File: src/rtl/dac_transmitter_if.sv
// Sample-in / SPI-out bundle between the effects stage, the DAC transmitter and the DAC pins.
// master: the transmitter side. slave: the effects stage and DAC pin side.
interface dac_transmitter_if;
    logic [9:0]  counter;
    logic [10:0] sendVoltage;
    logic        csn;
    logic        sclk;
    logic        mosi;
    logic        ldac_n;
    logic        busy;
    logic        overrun;

    modport master (
        input  counter,
        input  sendVoltage,
        output csn,
        output sclk,
        output mosi,
        output ldac_n,
        output busy,
        output overrun
    );

    modport slave (
        output counter,
        output sendVoltage,
        input  csn,
        input  sclk,
        input  mosi,
        input  ldac_n,
        input  busy,
        input  overrun
    );
endinterface

File: src/rtl/dac_transmitter.sv
// Converts the 11-bit sign-magnitude sample to 12-bit offset binary and sends it as a 16-bit SPI frame.
// Latency: csn falls 1 clk after the counter==LOAD_SLOT edge. The frame is 32*CLK_DIV clk long, then a CLK_DIV gap.
// No backpressure: a load slot that arrives while busy is dropped and sets sticky overrun. DAC_LDAC_EN adds an ldac_n pulse.
module dac_transmitter #(
    parameter int         CLK_DIV     = 4,
    parameter logic [9:0] LOAD_SLOT   = 10'h5,
    parameter logic [3:0] CONFIG      = 4'b0111,
    parameter int         LDAC_CYCLES = 4
) (
    input  logic              clk,
    input  logic              reset,
    dac_transmitter_if.master dac
);

    // One counter serves the sclk divider, the GAP timer and the LDAC timer.
    localparam int CNT_MAX = (CLK_DIV > LDAC_CYCLES) ? CLK_DIV : LDAC_CYCLES;
    localparam int CW      = (CNT_MAX > 1) ? $clog2(CNT_MAX) : 1;
    localparam logic [CW-1:0] DIV_LAST  = CW'(CLK_DIV - 1);
    localparam logic [CW-1:0] LDAC_LAST = CW'(LDAC_CYCLES - 1);

    typedef enum logic [1:0] {IDLE, SHIFT, GAP, LDAC} state_t;

    state_t        state_q, state_d;
    logic [CW-1:0] div_q, div_d;
    logic [3:0]    bit_q, bit_d;
    logic [3:0]    bit_dec;
    logic [15:0]   shreg_q, shreg_d;
    logic          csn_q, csn_d;
    logic          sclk_q, sclk_d;
    logic          mosi_q, mosi_d;
    logic          ovr_q, ovr_d;
    logic          load_hit;
    logic          div_wrap;
    logic [11:0]   mag2;
    logic [11:0]   code;
    logic [15:0]   frame;

`ifdef DAC_LDAC_EN
    logic ldac_q, ldac_d;
    assign dac.ldac_n = ldac_q;
`else
    assign dac.ldac_n = 1'b0;
`endif

    assign load_hit = (dac.counter == LOAD_SLOT);
    assign div_wrap = (div_q == DIV_LAST);
    assign bit_dec  = bit_q - 4'd1;

    // The doubled magnitude is at most 2046, so the offset code stays within 2..4094 and needs no clamp.
    always_comb begin
        mag2  = {1'b0, dac.sendVoltage[9:0], 1'b0};
        code  = dac.sendVoltage[10] ? (12'h800 - mag2) : (12'h800 + mag2);
        frame = {CONFIG, code};
    end

    always_comb begin
        state_d = state_q;
        div_d   = div_q;
        bit_d   = bit_q;
        shreg_d = shreg_q;
        csn_d   = csn_q;
        sclk_d  = sclk_q;
        mosi_d  = mosi_q;
        ovr_d   = ovr_q | (load_hit && (state_q != IDLE));
`ifdef DAC_LDAC_EN
        ldac_d  = ldac_q;
`endif
        case (state_q)
            IDLE: begin
                if (load_hit) begin
                    shreg_d = frame;
                    csn_d   = 1'b0;
                    sclk_d  = 1'b0;
                    mosi_d  = frame[15];
                    div_d   = '0;
                    bit_d   = 4'd15;
                    state_d = SHIFT;
                end
            end
            SHIFT: begin
                if (div_wrap) begin
                    div_d = '0;
                    if (!sclk_q) begin
                        sclk_d = 1'b1;
                    end else begin
                        // Data moves only on the falling edge so it is stable around the DAC's rising-edge sample.
                        sclk_d = 1'b0;
                        if (bit_q == 4'd0) begin
                            csn_d   = 1'b1;
                            mosi_d  = 1'b0;
                            state_d = GAP;
                        end else begin
                            bit_d  = bit_dec;
                            mosi_d = shreg_q[bit_dec];
                        end
                    end
                end else begin
                    div_d = div_q + 1'b1;
                end
            end
            GAP: begin
                if (div_wrap) begin
                    div_d = '0;
`ifdef DAC_LDAC_EN
                    ldac_d  = 1'b0;
                    state_d = LDAC;
`else
                    state_d = IDLE;
`endif
                end else begin
                    div_d = div_q + 1'b1;
                end
            end
            LDAC: begin
                if (div_q == LDAC_LAST) begin
                    div_d   = '0;
                    state_d = IDLE;
`ifdef DAC_LDAC_EN
                    ldac_d  = 1'b1;
`endif
                end else begin
                    div_d = div_q + 1'b1;
                end
            end
            default: state_d = IDLE;
        endcase
    end

    always_ff @(posedge clk) begin
        if (reset) begin
            state_q <= IDLE;
            div_q   <= '0;
            bit_q   <= 4'd15;
            shreg_q <= '0;
            csn_q   <= 1'b1;
            sclk_q  <= 1'b0;
            mosi_q  <= 1'b0;
            ovr_q   <= 1'b0;
`ifdef DAC_LDAC_EN
            ldac_q  <= 1'b1;
`endif
        end else begin
            state_q <= state_d;
            div_q   <= div_d;
            bit_q   <= bit_d;
            shreg_q <= shreg_d;
            csn_q   <= csn_d;
            sclk_q  <= sclk_d;
            mosi_q  <= mosi_d;
            ovr_q   <= ovr_d;
`ifdef DAC_LDAC_EN
            ldac_q  <= ldac_d;
`endif
        end
    end

    assign dac.csn     = csn_q;
    assign dac.sclk    = sclk_q;
    assign dac.mosi    = mosi_q;
    assign dac.busy    = (state_q != IDLE);
    assign dac.overrun = ovr_q;

endmodule
File: src/flat_wrapper.sv
// flat-port wrapper written by rule: the top's interface ports become plain ports
module dac_transmitter_flat 
#(
    parameter int         CLK_DIV     = 4,
    parameter logic [9:0] LOAD_SLOT   = 10'h5,
    parameter logic [3:0] CONFIG      = 4'b0111,
    parameter int         LDAC_CYCLES = 4
)
  (clk, reset, dac_counter, dac_sendVoltage, dac_csn, dac_sclk, dac_mosi, dac_ldac_n, dac_busy, dac_overrun);
  dac_transmitter_if dac_i ();
  input  logic clk;
  input  logic reset;
  input wire logic [$bits(dac_i.counter)-1:0] dac_counter;
  input wire logic [$bits(dac_i.sendVoltage)-1:0] dac_sendVoltage;
  output wire logic [$bits(dac_i.csn)-1:0] dac_csn;
  output wire logic [$bits(dac_i.sclk)-1:0] dac_sclk;
  output wire logic [$bits(dac_i.mosi)-1:0] dac_mosi;
  output wire logic [$bits(dac_i.ldac_n)-1:0] dac_ldac_n;
  output wire logic [$bits(dac_i.busy)-1:0] dac_busy;
  output wire logic [$bits(dac_i.overrun)-1:0] dac_overrun;
  assign dac_i.counter = dac_counter;
  assign dac_i.sendVoltage = dac_sendVoltage;
  assign dac_csn = dac_i.csn;
  assign dac_sclk = dac_i.sclk;
  assign dac_mosi = dac_i.mosi;
  assign dac_ldac_n = dac_i.ldac_n;
  assign dac_busy = dac_i.busy;
  assign dac_overrun = dac_i.overrun;
  dac_transmitter #(.CLK_DIV(CLK_DIV), .LOAD_SLOT(LOAD_SLOT), .CONFIG(CONFIG), .LDAC_CYCLES(LDAC_CYCLES)) u_core (.clk(clk), .reset(reset), .dac(dac_i));
endmodule
File: config.mk
export PLATFORM = sky130hd
export DESIGN_NAME = dac_transmitter_flat
export DESIGN_NICKNAME = d
export VERILOG_FILES = /design/src/rtl/dac_transmitter_if.sv /design/src/rtl/dac_transmitter.sv /design/src/flat_wrapper.sv
export SDC_FILE = /design/constraint.sdc
export NUM_CORES = 1
export LEC_CHECK = 0
export ABC_AREA = 1
export CAP_MARGIN = 15
export CORE_MARGIN = 4
export CORE_UTILIZATION = 50
export CTS_BUF_LIST = sky130_fd_sc_hd__clkbuf_16
export DETAILED_ROUTE_END_ITERATION = 16
export PLACE_DENSITY = 0.83
export SLEW_MARGIN = 20
export SYNTH_ARGS = -nofsm -noshare
export SYNTH_HDL_FRONTEND = slang
export SYNTH_SLANG_ARGS = --single-unit
export TNS_END_PERCENT = 20
File: constraint.sdc
create_clock -name clk -period 2.3 [get_ports clk]
set_clock_uncertainty 0.2 [all_clocks]
set_input_delay 0.23 -clock clk [delete_from_list [all_inputs] [get_ports clk]]
set_output_delay 0.23 -clock clk [all_outputs]
set_load 0.01 [all_outputs]
==> flow_metrics.py <==
metrics = {
    "timing": {
        "max_freq_mhz": 531,
        "period_needed_ns": 1.88,
        "setup_viol": 0,
        "rsz0062_at_grt": "false",
        "drv_slew": 0,
        "setup_tns_ns": 0,
        "hold_viol_final": 0,
        "finalCritPeriodShare": 0.820,
    },
    "drt": {
        "postRouteWirelength_um": 3070,
        "vias": 1455,
        "wl_per_cell_um": 10.7,
        "drc_errors": 0,
        "viasPerCell": 5.09,
        "dr.pass1.iters": 4,
        "ant_nets": 0,
        "drtIter0Drc": 65,
    },
    "critical_path": {
        "worst-path-max-fanout": 6,
        "cp.required_ns": 1.87,
        "cpMaxStageDelayCell": "clkdlybuf4s50_1",
        "crit_arrival_ns": 1.45,
        "regToRegSetupSlack_ns": 0.42,
        "crit_buf_inv": 2,
        "cpLargestDelayFamily": "buffers and inverters",
        "r2r_end": "u_core.dac.mosi",
        "worst_r2r_path_depth": 8,
        "path_cells": "nor2_4 > inv_1 > clkdlybuf4s50_1",
        "endpoint_kind": "primary output",
        "critPathKind": "register to primary output",
        "critPathLaunchType": "register",
        "worstReg2RegStart": "u_core.bit_q[0]",
        "slowest_delay_ns": 0.55,
    },
    "global_routing": {
        "antenna_found_initial": 0,
        "grt_pass1_wl_um": 5370,
        "grtUsageTotal": 0.163,
        "grt_max_degree": 19,
        "grt_pass1_vias": 1289,
        "overflow": 0,
    },
    "clock_network": {
        "clock_latency_ns": 0.26,
        "htree_levels": 1,
        "post_cts_buffers": 0,
        "clock-sinks": 24,
        "hold_buffers": 0,
        "numCtsBuffers": 3,
        "cts_root_buffer": "clkbuf_16",
        "post_cts_resized": 0,
        "cts_tree": "built",
        "clkSlewWorstSetupHoldPaths_ns": 0.06,
        "clk_path_buf_depth": 2,
    },
    "place": {
        "placed_cell_area_um2": 1800,
        "place.gp.congestion": 0.809,
        "port_buffers": 27,
        "dp_hpwl_um": 2400,
    },
    "synthesis": {
        "yosys_warnings": 0,
        "synth_cell_types": 33,
        "yosysSeqAreaShare": 0.314,
        "synth_nets": 255,
        "syn_avg_cell_area_um2": 6.68,
        "netlist_instances": 229,
        "synth_area_um2": 1530,
        "ys_ff_latch": 24,
    },
    "worst_hold_path": {
        "whs_endpoint": "u_core.dac.csn",
        "min_from": "u_core.dac.csn",
        "min_path_cells": 2,
        "min_path_type": "register to register",
    },
    "floorplan": {
        "io_pins": 29,
        "dieWidth_um": 63.3,
        "std_cell_rows": 19,
        "fp.dieH_um": 63.3,
        "initial_core_util": 0.540,
        "die-area_um2": 4010,
        "core_area_um2": 2830,
    },
    "power_and_ir_drop": {
        "p_per_area_nw_per_um2": 474,
        "leakagePower_nw": 0.845,
        "ir_drop_mv": 0.304,
    },
    "layout": {
        "fin_util": 0.664,
        "area_growth_pct": 22.9,
        "nNetsFinal": 282,
        "drive_above_1_share": 0.0980,
        "layout_commonest_cell": "nand2_1",
        "layout_common_cells": "56 x nand2_1, 31 x inv_1, 27 x clkdlybuf4s50_1, 26 x nand3_1, 23 x dfxtp_1",
        "final_area_um2": 1880,
        "antennaDiodeCount": 0,
    },
    "outcome": {
        "status": "complete, no violations",
    },
    "run": {
        "drv_cap": 0,
    },
}
[area by class of cell]
cell class	instances	area, um^2
clock buffer	3	75.1
clock inverter	1	3.75
fill	263	950
inverter	35	138
multi-input combinational	164	865
sequential	24	482
tap	31	38.8
timing repair buffer	28	278
[layer usage]
metal  wire, um  share of wire  vias up  global-route usage
met5          0              0        -                   0
li1           -              -      780                   -
met2       1410           0.46       32               0.277
met4         65          0.021        0              0.0809
met3        117          0.038        6              0.0160
met1       1480           0.48      637               0.205
[kinds of logic after synthesis]
family,share of synthesized area
AOI/OAI and AO/OA,0.124
xor gates and xnor gates,0.0286
adders and majority gates,0.0246
buffers and inverters,0.120
DFF,0.314
other,0.00245
and+or+nand+nor,0.386
[worst max-delay path by stage]
| stage | startpoint | endpoint | cells after the start |
|---|---|---|---|
| after floorplan | u_core.bit_q[0] | u_core.dac.mosi | 9 |
| after global placement | u_core.bit_q[0] | u_core.dac.mosi | 8 |
| after detailed placement | u_core.bit_q[0] | u_core.dac.mosi | 8 |
| after CTS | u_core.bit_q[0] | u_core.dac.mosi | 8 |
| after global routing | u_core.bit_q[0] | u_core.dac.mosi | 8 |
| final | u_core.state_q[1] | dac_busy | 3 |
[power by group]
part / internal (mW) / switching (mW) / total, mW
Combinational: 0.0523 / 0.0463 / 0.0986
Sequential: 0.416 / 0.000353 / 0.416
Clock: 0.232 / 0.143 / 0.375
[cells in the mapped netlist]
| cell type | count | share of area |
|---|---|---|
| nand2_1 | 56 | 0.14 |
| nand3_1 | 26 | 0.085 |
| a21oi_2 | 1 | 0.0057 |
| o21ai_0 | 9 | 0.029 |
| buf_12 | 1 | 0.013 |
| o21a_1 | 2 | 0.0098 |
| nand2_2 | 1 | 0.0041 |
| nand3b_1 | 4 | 0.020 |
| nor3_1 | 3 | 0.0098 |
| buf_4 | 2 | 0.0098 |
| or2_2 | 1 | 0.0041 |
| dfxtp_1 | 24 | 0.31 |
| nand2_4 | 2 | 0.015 |
| o21ai_1 | 2 | 0.0065 |
| nor2_1 | 19 | 0.047 |
| inv_2 | 2 | 0.0049 |
| buf_2 | 2 | 0.0065 |
| conb_1 | 1 | 0.0025 |
| nor2_4 | 3 | 0.022 |
| xor2_1 | 4 | 0.023 |
| xnor2_1 | 1 | 0.0057 |
| ha_1 | 3 | 0.025 |
| o21ai_4 | 1 | 0.011 |
| inv_4 | 1 | 0.0041 |
| a31oi_1 | 1 | 0.0041 |
| nand4_4 | 1 | 0.014 |
| inv_1 | 31 | 0.076 |
| nor2_2 | 4 | 0.016 |
| o21ai_2 | 2 | 0.011 |
| a21oi_1 | 14 | 0.046 |
| clkbuf_2 | 1 | 0.0033 |
| nand4_1 | 3 | 0.012 |
| clkinv_1 | 1 | 0.0025 |
[sequential cells by signal (all words and copies together), names as in the netlist]
name,count
u_core.dac.overrun,1
u_core.shreg_q,12
u_core.dac.mosi,1
u_core.dac.sclk,1
u_core.dac.csn,1
u_core.bit_q,4
u_core.state_q,2
u_core.div_q,2
[through the flow]
stage	worst slack [ns]	std cells	total power, mW	hold slack [ns]
CTS	0.245	286	0.899	0.262
finish	0.415	286	0.890	0.257
global route	0.142	286	0.927	0.283
floorplan	0.549	229	0.476	0.0991
detailed placement	0.253	282	0.524	0.247
global placement	0.282	282	0.524	0.243
[worst min-delay path, stage by stage, from the launching register on]
cell and delay [ns]:
dfxtp_1 0.33, nand2_1 0.05, nand3_1 0.05
Note: power is estimated with default switching activity, not from simulation.
